[src/rtl/game_pkg.sv]
// Shared game constants and types.
//   - Game-status codes, shared with the memory-mapped I/O block.
//   - Screen geometry.
//   - The pipe_gen state encoding.
package game_pkg;

    localparam logic [1:0] ST_TITLE = 2'd0;
    localparam logic [1:0] ST_READY = 2'd1;
    localparam logic [1:0] ST_PLAY  = 2'd2;
    localparam logic [1:0] ST_OVER  = 2'd3;

    localparam int SCREEN_W = 640;
    localparam int SCREEN_H = 480;

    typedef enum logic [1:0] {
        StIdle   = 2'd0,
        StRun    = 2'd1,
        StFreeze = 2'd2
    } pipe_state_e;

endpackage

[src/rtl/pipe_gen_if.sv]
// Bus between pipe_gen and the memory-mapped I/O block.
//   frame_tick   : one-cycle pulse per VGA frame
//   game_status  : 0 title, 1 ready, 2 playing, 3 game over (bit 2 unused)
//   oxbuf        : pipe left-edge x, two's complement
//   oybuf        : gap-top y, unsigned
//   pipe_refresh : one-cycle pulse on pipe wrap (score event)
//   pipe_active  : high while running or frozen
// Modports: master = pipe_gen side, slave = I/O block side.
interface pipe_gen_if;

    logic        frame_tick;
    logic [2:0]  game_status;
    logic [10:0] oxbuf;
    logic [10:0] oybuf;
    logic        pipe_refresh;
    logic        pipe_active;

    modport master (
        input  frame_tick,
        input  game_status,
        output oxbuf,
        output oybuf,
        output pipe_refresh,
        output pipe_active
    );

    modport slave (
        output frame_tick,
        output game_status,
        input  oxbuf,
        input  oybuf,
        input  pipe_refresh,
        input  pipe_active
    );

endinterface

[src/rtl/pipe_lfsr.sv]
// Free-running 16-bit Fibonacci LFSR, taps 16/14/13/11 (maximal length).
//   clock : system clock
//   reset : synchronous, active-high; loads the seed
//   lfsr  : current LFSR state
// A zero seed would lock the register at zero, so it is replaced by 1.
module pipe_lfsr #(
    parameter logic [15:0] LFSR_SEED = 16'hACE1
) (
    input  logic        clock,
    input  logic        reset,
    output logic [15:0] lfsr
);

    localparam logic [15:0] Seed = (LFSR_SEED == 16'h0000) ? 16'h0001 : LFSR_SEED;

    logic [15:0] lfsr_q, lfsr_d;

    always_comb begin
        lfsr_d = {lfsr_q[14:0], lfsr_q[15] ^ lfsr_q[13] ^ lfsr_q[12] ^ lfsr_q[10]};
    end

    always_ff @(posedge clock) begin
        if (reset) begin
            lfsr_q <= Seed;
        end else begin
            lfsr_q <= lfsr_d;
        end
    end

    assign lfsr = lfsr_q;

endmodule

[src/rtl/pipe_gen.sv]
// Scrolling pipe obstacle generator.
//   clock : system clock
//   reset : synchronous, active-high
//   bus   : pipe_gen_if.master (frame_tick, game_status in;
//           oxbuf, oybuf, pipe_refresh, pipe_active out)
// The pipe moves left by SPEED on each frame_tick while playing. Once it is
// fully off-screen it respawns at SCREEN_W with a pseudo-random gap height
// and pipe_refresh pulses for one cycle.
module pipe_gen #(
    parameter int          SCREEN_W  = 640,
    parameter int          PIPE_W    = 60,
    parameter int          SPEED     = 2,
    parameter int          Y_MIN     = 60,
    parameter logic [15:0] LFSR_SEED = 16'hACE1
) (
    input  logic        clock,
    input  logic        reset,
    pipe_gen_if.master  bus
);

    import game_pkg::*;

    localparam logic signed [11:0] NegPipeW = 12'(-PIPE_W);

    pipe_state_e state_q, state_d;
    logic [10:0] ox_q, ox_d;
    logic [10:0] oy_q, oy_d;
    logic        refresh_q, refresh_d;
    logic        active_q, active_d;
    logic [11:0] nx;
    logic [15:0] lfsr;
    logic [1:0]  gs;
    logic        unused_gs2;

    assign gs         = bus.game_status[1:0];
    assign unused_gs2 = bus.game_status[2];

    pipe_lfsr #(
        .LFSR_SEED(LFSR_SEED)
    ) u_lfsr (
        .clock(clock),
        .reset(reset),
        .lfsr (lfsr)
    );

    always_comb begin
        state_d   = state_q;
        ox_d      = ox_q;
        oy_d      = oy_q;
        refresh_d = 1'b0;
        // Sign-extend to 12 bits so the step below can't wrap.
        nx        = {ox_q[10], ox_q} - 12'(SPEED);

        case (gs)
            ST_TITLE, ST_READY: state_d = StIdle;
            ST_PLAY:            state_d = StRun;
            default:            state_d = StFreeze;
        endcase

        unique case (state_q)
            StIdle: ox_d = 11'(SCREEN_W);
            StRun: begin
                // Requiring gs == PLAY blocks a move on the cycle we leave RUN.
                if (bus.frame_tick && gs == ST_PLAY) begin
                    if ($signed(nx) <= NegPipeW) begin
                        ox_d      = 11'(SCREEN_W);
                        oy_d      = 11'(Y_MIN) + {3'b000, lfsr[7:0]};
                        refresh_d = 1'b1;
                    end else begin
                        ox_d = nx[10:0];
                    end
                end
            end
            default: ;
        endcase

        active_d = (state_d != StIdle);
    end

    always_ff @(posedge clock) begin
        if (reset) begin
            state_q   <= StIdle;
            ox_q      <= 11'(SCREEN_W);
            oy_q      <= 11'(Y_MIN);
            refresh_q <= 1'b0;
            active_q  <= 1'b0;
        end else begin
            state_q   <= state_d;
            ox_q      <= ox_d;
            oy_q      <= oy_d;
            refresh_q <= refresh_d;
            active_q  <= active_d;
        end
    end

    assign bus.oxbuf        = ox_q;
    assign bus.oybuf        = oy_q;
    assign bus.pipe_refresh = refresh_q;
    assign bus.pipe_active  = active_q;

endmodule

[src/flat_wrapper.sv]
// flat-port wrapper written by rule: the top's interface ports become plain ports
module pipe_gen_flat import game_pkg::*;
#(
    parameter int          SCREEN_W  = 640,
    parameter int          PIPE_W    = 60,
    parameter int          SPEED     = 2,
    parameter int          Y_MIN     = 60,
    parameter logic [15:0] LFSR_SEED = 16'hACE1
)
  (clock, reset, bus_frame_tick, bus_game_status, bus_oxbuf, bus_oybuf, bus_pipe_refresh, bus_pipe_active);
  pipe_gen_if bus_i ();
  input  logic clock;
  input  logic reset;
  input wire logic [$bits(bus_i.frame_tick)-1:0] bus_frame_tick;
  input wire logic [$bits(bus_i.game_status)-1:0] bus_game_status;
  output wire logic [$bits(bus_i.oxbuf)-1:0] bus_oxbuf;
  output wire logic [$bits(bus_i.oybuf)-1:0] bus_oybuf;
  output wire logic [$bits(bus_i.pipe_refresh)-1:0] bus_pipe_refresh;
  output wire logic [$bits(bus_i.pipe_active)-1:0] bus_pipe_active;
  assign bus_i.frame_tick = bus_frame_tick;
  assign bus_i.game_status = bus_game_status;
  assign bus_oxbuf = bus_i.oxbuf;
  assign bus_oybuf = bus_i.oybuf;
  assign bus_pipe_refresh = bus_i.pipe_refresh;
  assign bus_pipe_active = bus_i.pipe_active;
  pipe_gen #(.SCREEN_W(SCREEN_W), .PIPE_W(PIPE_W), .SPEED(SPEED), .Y_MIN(Y_MIN), .LFSR_SEED(LFSR_SEED)) u_core (.clock(clock), .reset(reset), .bus(bus_i));
endmodule
[config.mk]
export PLATFORM = sky130hd
export DESIGN_NAME = pipe_gen_flat
export DESIGN_NICKNAME = d
export VERILOG_FILES = /design/src/rtl/game_pkg.sv /design/src/rtl/pipe_gen_if.sv /design/src/rtl/pipe_lfsr.sv /design/src/rtl/pipe_gen.sv /design/src/flat_wrapper.sv
export SDC_FILE = /design/constraint.sdc
export NUM_CORES = 1
export LEC_CHECK = 0
export CORE_AREA = 3 3 71 73
export CTS_CLUSTER_DIAMETER = 50
export DETAILED_ROUTE_END_ITERATION = 12
export DIE_AREA = 0 0 74 76
export GPL_TIMING_DRIVEN = 1
export PLACE_DENSITY = 0.64
export SKIP_LAST_GASP = 1
export SYNTH_ARGS = -nofsm -noshare
export SYNTH_HDL_FRONTEND = slang
export SYNTH_SLANG_ARGS = --single-unit
[constraint.sdc]
create_clock -name clock -period 5.64 [get_ports clock]
set_input_delay 0.564 -clock clock [delete_from_list [all_inputs] [get_ports clock]]
set_output_delay 0.564 -clock clock [all_outputs]
set_load 0.05 [all_outputs]
==> metrics.cfg <==
[floorplan]
fp.dieH_um=76
core_area_um2=4414
start_util=0.3980
io_pins=30
die_area_um2=5624
rows=24
die_w_um=74

[synthesis]
synth_area_leader_cell=dfxtp_1
netlist.area_leader.share=0.4444
synth.distinct_cells=43
synth_seq_cells=39
synth_warnings=0
syn_area_um2=1757
synth-main-ff-cell=dfxtp_1
synthTopCellsByArea=dfxtp_1, a21oi_1, nor2b_1, xor2_1, nor2_1
avgSynthCellArea_um2=8.654
synth_enable_flop_cells=0
synth_cells=203
yosysSeqAreaShare=0.4444
synth-async-reset-ratio=0

[clocking]
clockBufferDepth=2
insertion_delay_ps=300
clk_pin_slew_worst_paths_ps=90
htree_levels=2
cts.sinks=39
cts_tree=done
postCtsSetupBuffers=0
cts.repair.resized=0
cts_root_buffer=clkbuf_8
hold_buffers=0
cts_inserted_buffers=5

[grt]
grt_max_degree=38
antenna_found_initial=0
gr-total-overflow=0
grt_pass1_wl_mm=6.541
grtUsageTotal=0.1460
grt_pass1_vias=1465

[sta]
tns_ps=0
drv_slew=0
worstMarginPinSlew_ps=962.5
period_share=0.5232
relSlewSlack=0.3569
period_minus_slack_ps=2951
rsz0062_at_grt=false
fin_skew_ps=9.008
hold_viol=0
setup_viol_count_final=0
fmax_mhz=338.9

[detailed_routing]
first_pass_iters=4
viasPerCell=5.264
wl_per_cell_um=13.02
vias=1474
drt-total-wl_mm=3.645
drtIter0Drc=100
detail-route-antenna-nets=0
drc=0

[worst_setup_path]
start_kind=flop
cp_data_arrival_time_ps=3150
critPathLaunch=u_core.bus.oxbuf[1]$_SDFFE_PP0P_
crit_type=reg -> reg
rr_startpoint=u_core.bus.oxbuf[1]$_SDFFE_PP0P_
crit_required_ps=5840
crit_fanout=11
critPathCaptureType=flop

[finish]
diodes=0
layout-drive-gt1-share=0.09211
nets=235
multi_input_comb_area_um2=902.1
area_growth_pct=22.51
ff_latch_area_um2=780.7
nFillCells=443

[power_and_ir_drop]
p_total_uw=574.6
ir_drop_mv=0.1677
cell_internal_pwr_uw=436.3
pwr-share-seq=0.505
power_frac_clock=0.424
combPwrFrac=0.070
p_leak_nw=0.7912
power_switching_uw=138.4
powerDensity_nw_per_um2=267.0
p_sw_frac=0.2408

[worst_hold_path]
hold_path_class=reg -> reg
min_from=u_core.u_lfsr.lfsr[9]$_SDFF_PP0_

[run_status]
status=finished clean

[place]
hpwl_mm=2.453
numPortBuffers=25
place_congestion=0.7662

[flow_run]
drv_cap=0

==> power by group through the flow <==
stage          clock network (mW)  registers [mW]  logic [mW]
2_1_floorplan                   0           0.298      0.0314
3_3_place_gp                    0           0.297      0.0403
3_5_place_dp                    0           0.297      0.0406
4_1_cts                     0.248           0.290      0.0409
5_1_grt                     0.262           0.292      0.0458
6_report                    0.244           0.290      0.0404
==> Yosys cell counts (2+ instances only) <==
library cell / number
dfxtp_1: 39
nor2_1: 16
nand2_1: 15
a21oi_1: 13
nor2b_1: 10
nand3_1: 8
o21ai_1: 8
clkbuf_1: 7
o21ai_0: 7
or2_2: 7
xor2_1: 7
inv_1: 6
nor3_1: 6
nor4_1: 6
or3_1: 4
and2_1: 3
buf_4: 3
nand2b_1: 3
nor3b_1: 3
buf_2: 2
ha_1: 2
o211ai_1: 2
o31ai_1: 2
o32ai_1: 2
or3b_1: 2
or4_1: 2
xnor2_1: 2
==> stage by stage <==
step | area (um^2) | util | hold slack (ps) | setup slack [ps] | instances
after global placement | 2036 | 0.4612 | 394.1 | 2726 | 272
after floorplan | 1764 | - | 389.5 | 2667 | 205
after detailed placement | 2036 | 0.4612 | 396.7 | 2690 | 272
after CTS | 2152 | 0.4875 | 419.2 | 2696 | 280
after global routing | 2152 | 0.4875 | 455.5 | 2375 | 280
final | 2152 | 0.4875 | 418.0 | 2689 | 280
==> state kept, by name, summed over array words and instances (netlist names) <==
name                     flops
u_core.bus.oxbuf            10
u_core.state_q               2
u_core.bus.pipe_refresh      1
u_core.u_lfsr.lfsr          16
u_core.bus.pipe_active       1
u_core.bus.oybuf             9
==> logic make-up after synthesis <==
| kind of cell | count (synthesis) | share of synthesized area |
|---|---|---|
| AND/OR/NAND/NOR | 89 | 0.2742 |
| AO/OA/AOI/OAI | 43 | 0.1595 |
| multiplexers | 2 | 0.01424 |
| adder cells (fa/ha/maj) | 2 | 0.01424 |
| other | 1 | 0.002135 |
| buffers and inverters | 18 | 0.04630 |
| flip-flops | 39 | 0.4444 |
| XOR/XNOR | 9 | 0.04487 |
==> cell usage in the layout, fill, tap and decap left out, types with 2 or more instances in the layout <==
cell type,instances
or4_1,2
o211ai_1,2
clkbuf_8,5
nor2_1,16
nor3b_1,3
dfxtp_1,39
o21ai_1,8
o31ai_1,2
clkdlybuf4s50_1,25
a21oi_1,13
nand2b_1,3
nor2b_1,10
xor2_1,7
and2_1,3
o21ai_0,7
nand3_1,8
inv_1,6
ha_1,2
o32ai_1,2
nor3_1,6
nor4_1,6
conb_1,3
nand2_1,15
xnor2_1,2
or2_2,7
or3_1,4
buf_4,2
or3b_1,2
==> layer usage <==
| metal | track usage | wire, um | vias to the layer above |
|---|---|---|---|
| li1 | - | - | 751 |
| met1 | 0.1923 | 1763 | 691 |
| met2 | 0.2287 | 1687 | 24 |
| met3 | 0.03430 | 134 | 8 |
| met4 | 0.05435 | 59 | 0 |
| met5 | 0 | 0 | - |
==> worst max-delay path, stage by stage, from the launching register on <==
cell     delay, ps
dfxtp_1        390
inv_1           90
ha_1           290
or3b_1         440
nor4_1         390
a21oi_4        150
o32ai_1        320
buf_4          250
nand2_1        240
o211a_1        290
==> layout make-up <==
class	count	share of cell area
Multi-Input combinational cell	148	0.4192
Sequential cell	39	0.3628
Inverter	6	0.01047
Tap cell	52	0.03023
Clock buffer	5	0.03198
Clock inverter	3	0.02209
Timing Repair Buffer	27	0.1233
==> final timing paths <==
path	endpoint	slack (ps)	depth (start not counted)
setup / recovery	u_core.bus.oxbuf[7]$_SDFFE_PP1P_	2690	9
hold / removal	u_core.u_lfsr.lfsr[10]$_SDFF_PP1_	420	1
setup reg to reg	u_core.bus.oxbuf[7]$_SDFFE_PP1P_	2690	9
hold reg to reg	u_core.u_lfsr.lfsr[10]$_SDFF_PP1_	420	1
No activity file was read; power rests on OpenSTA's default activity.
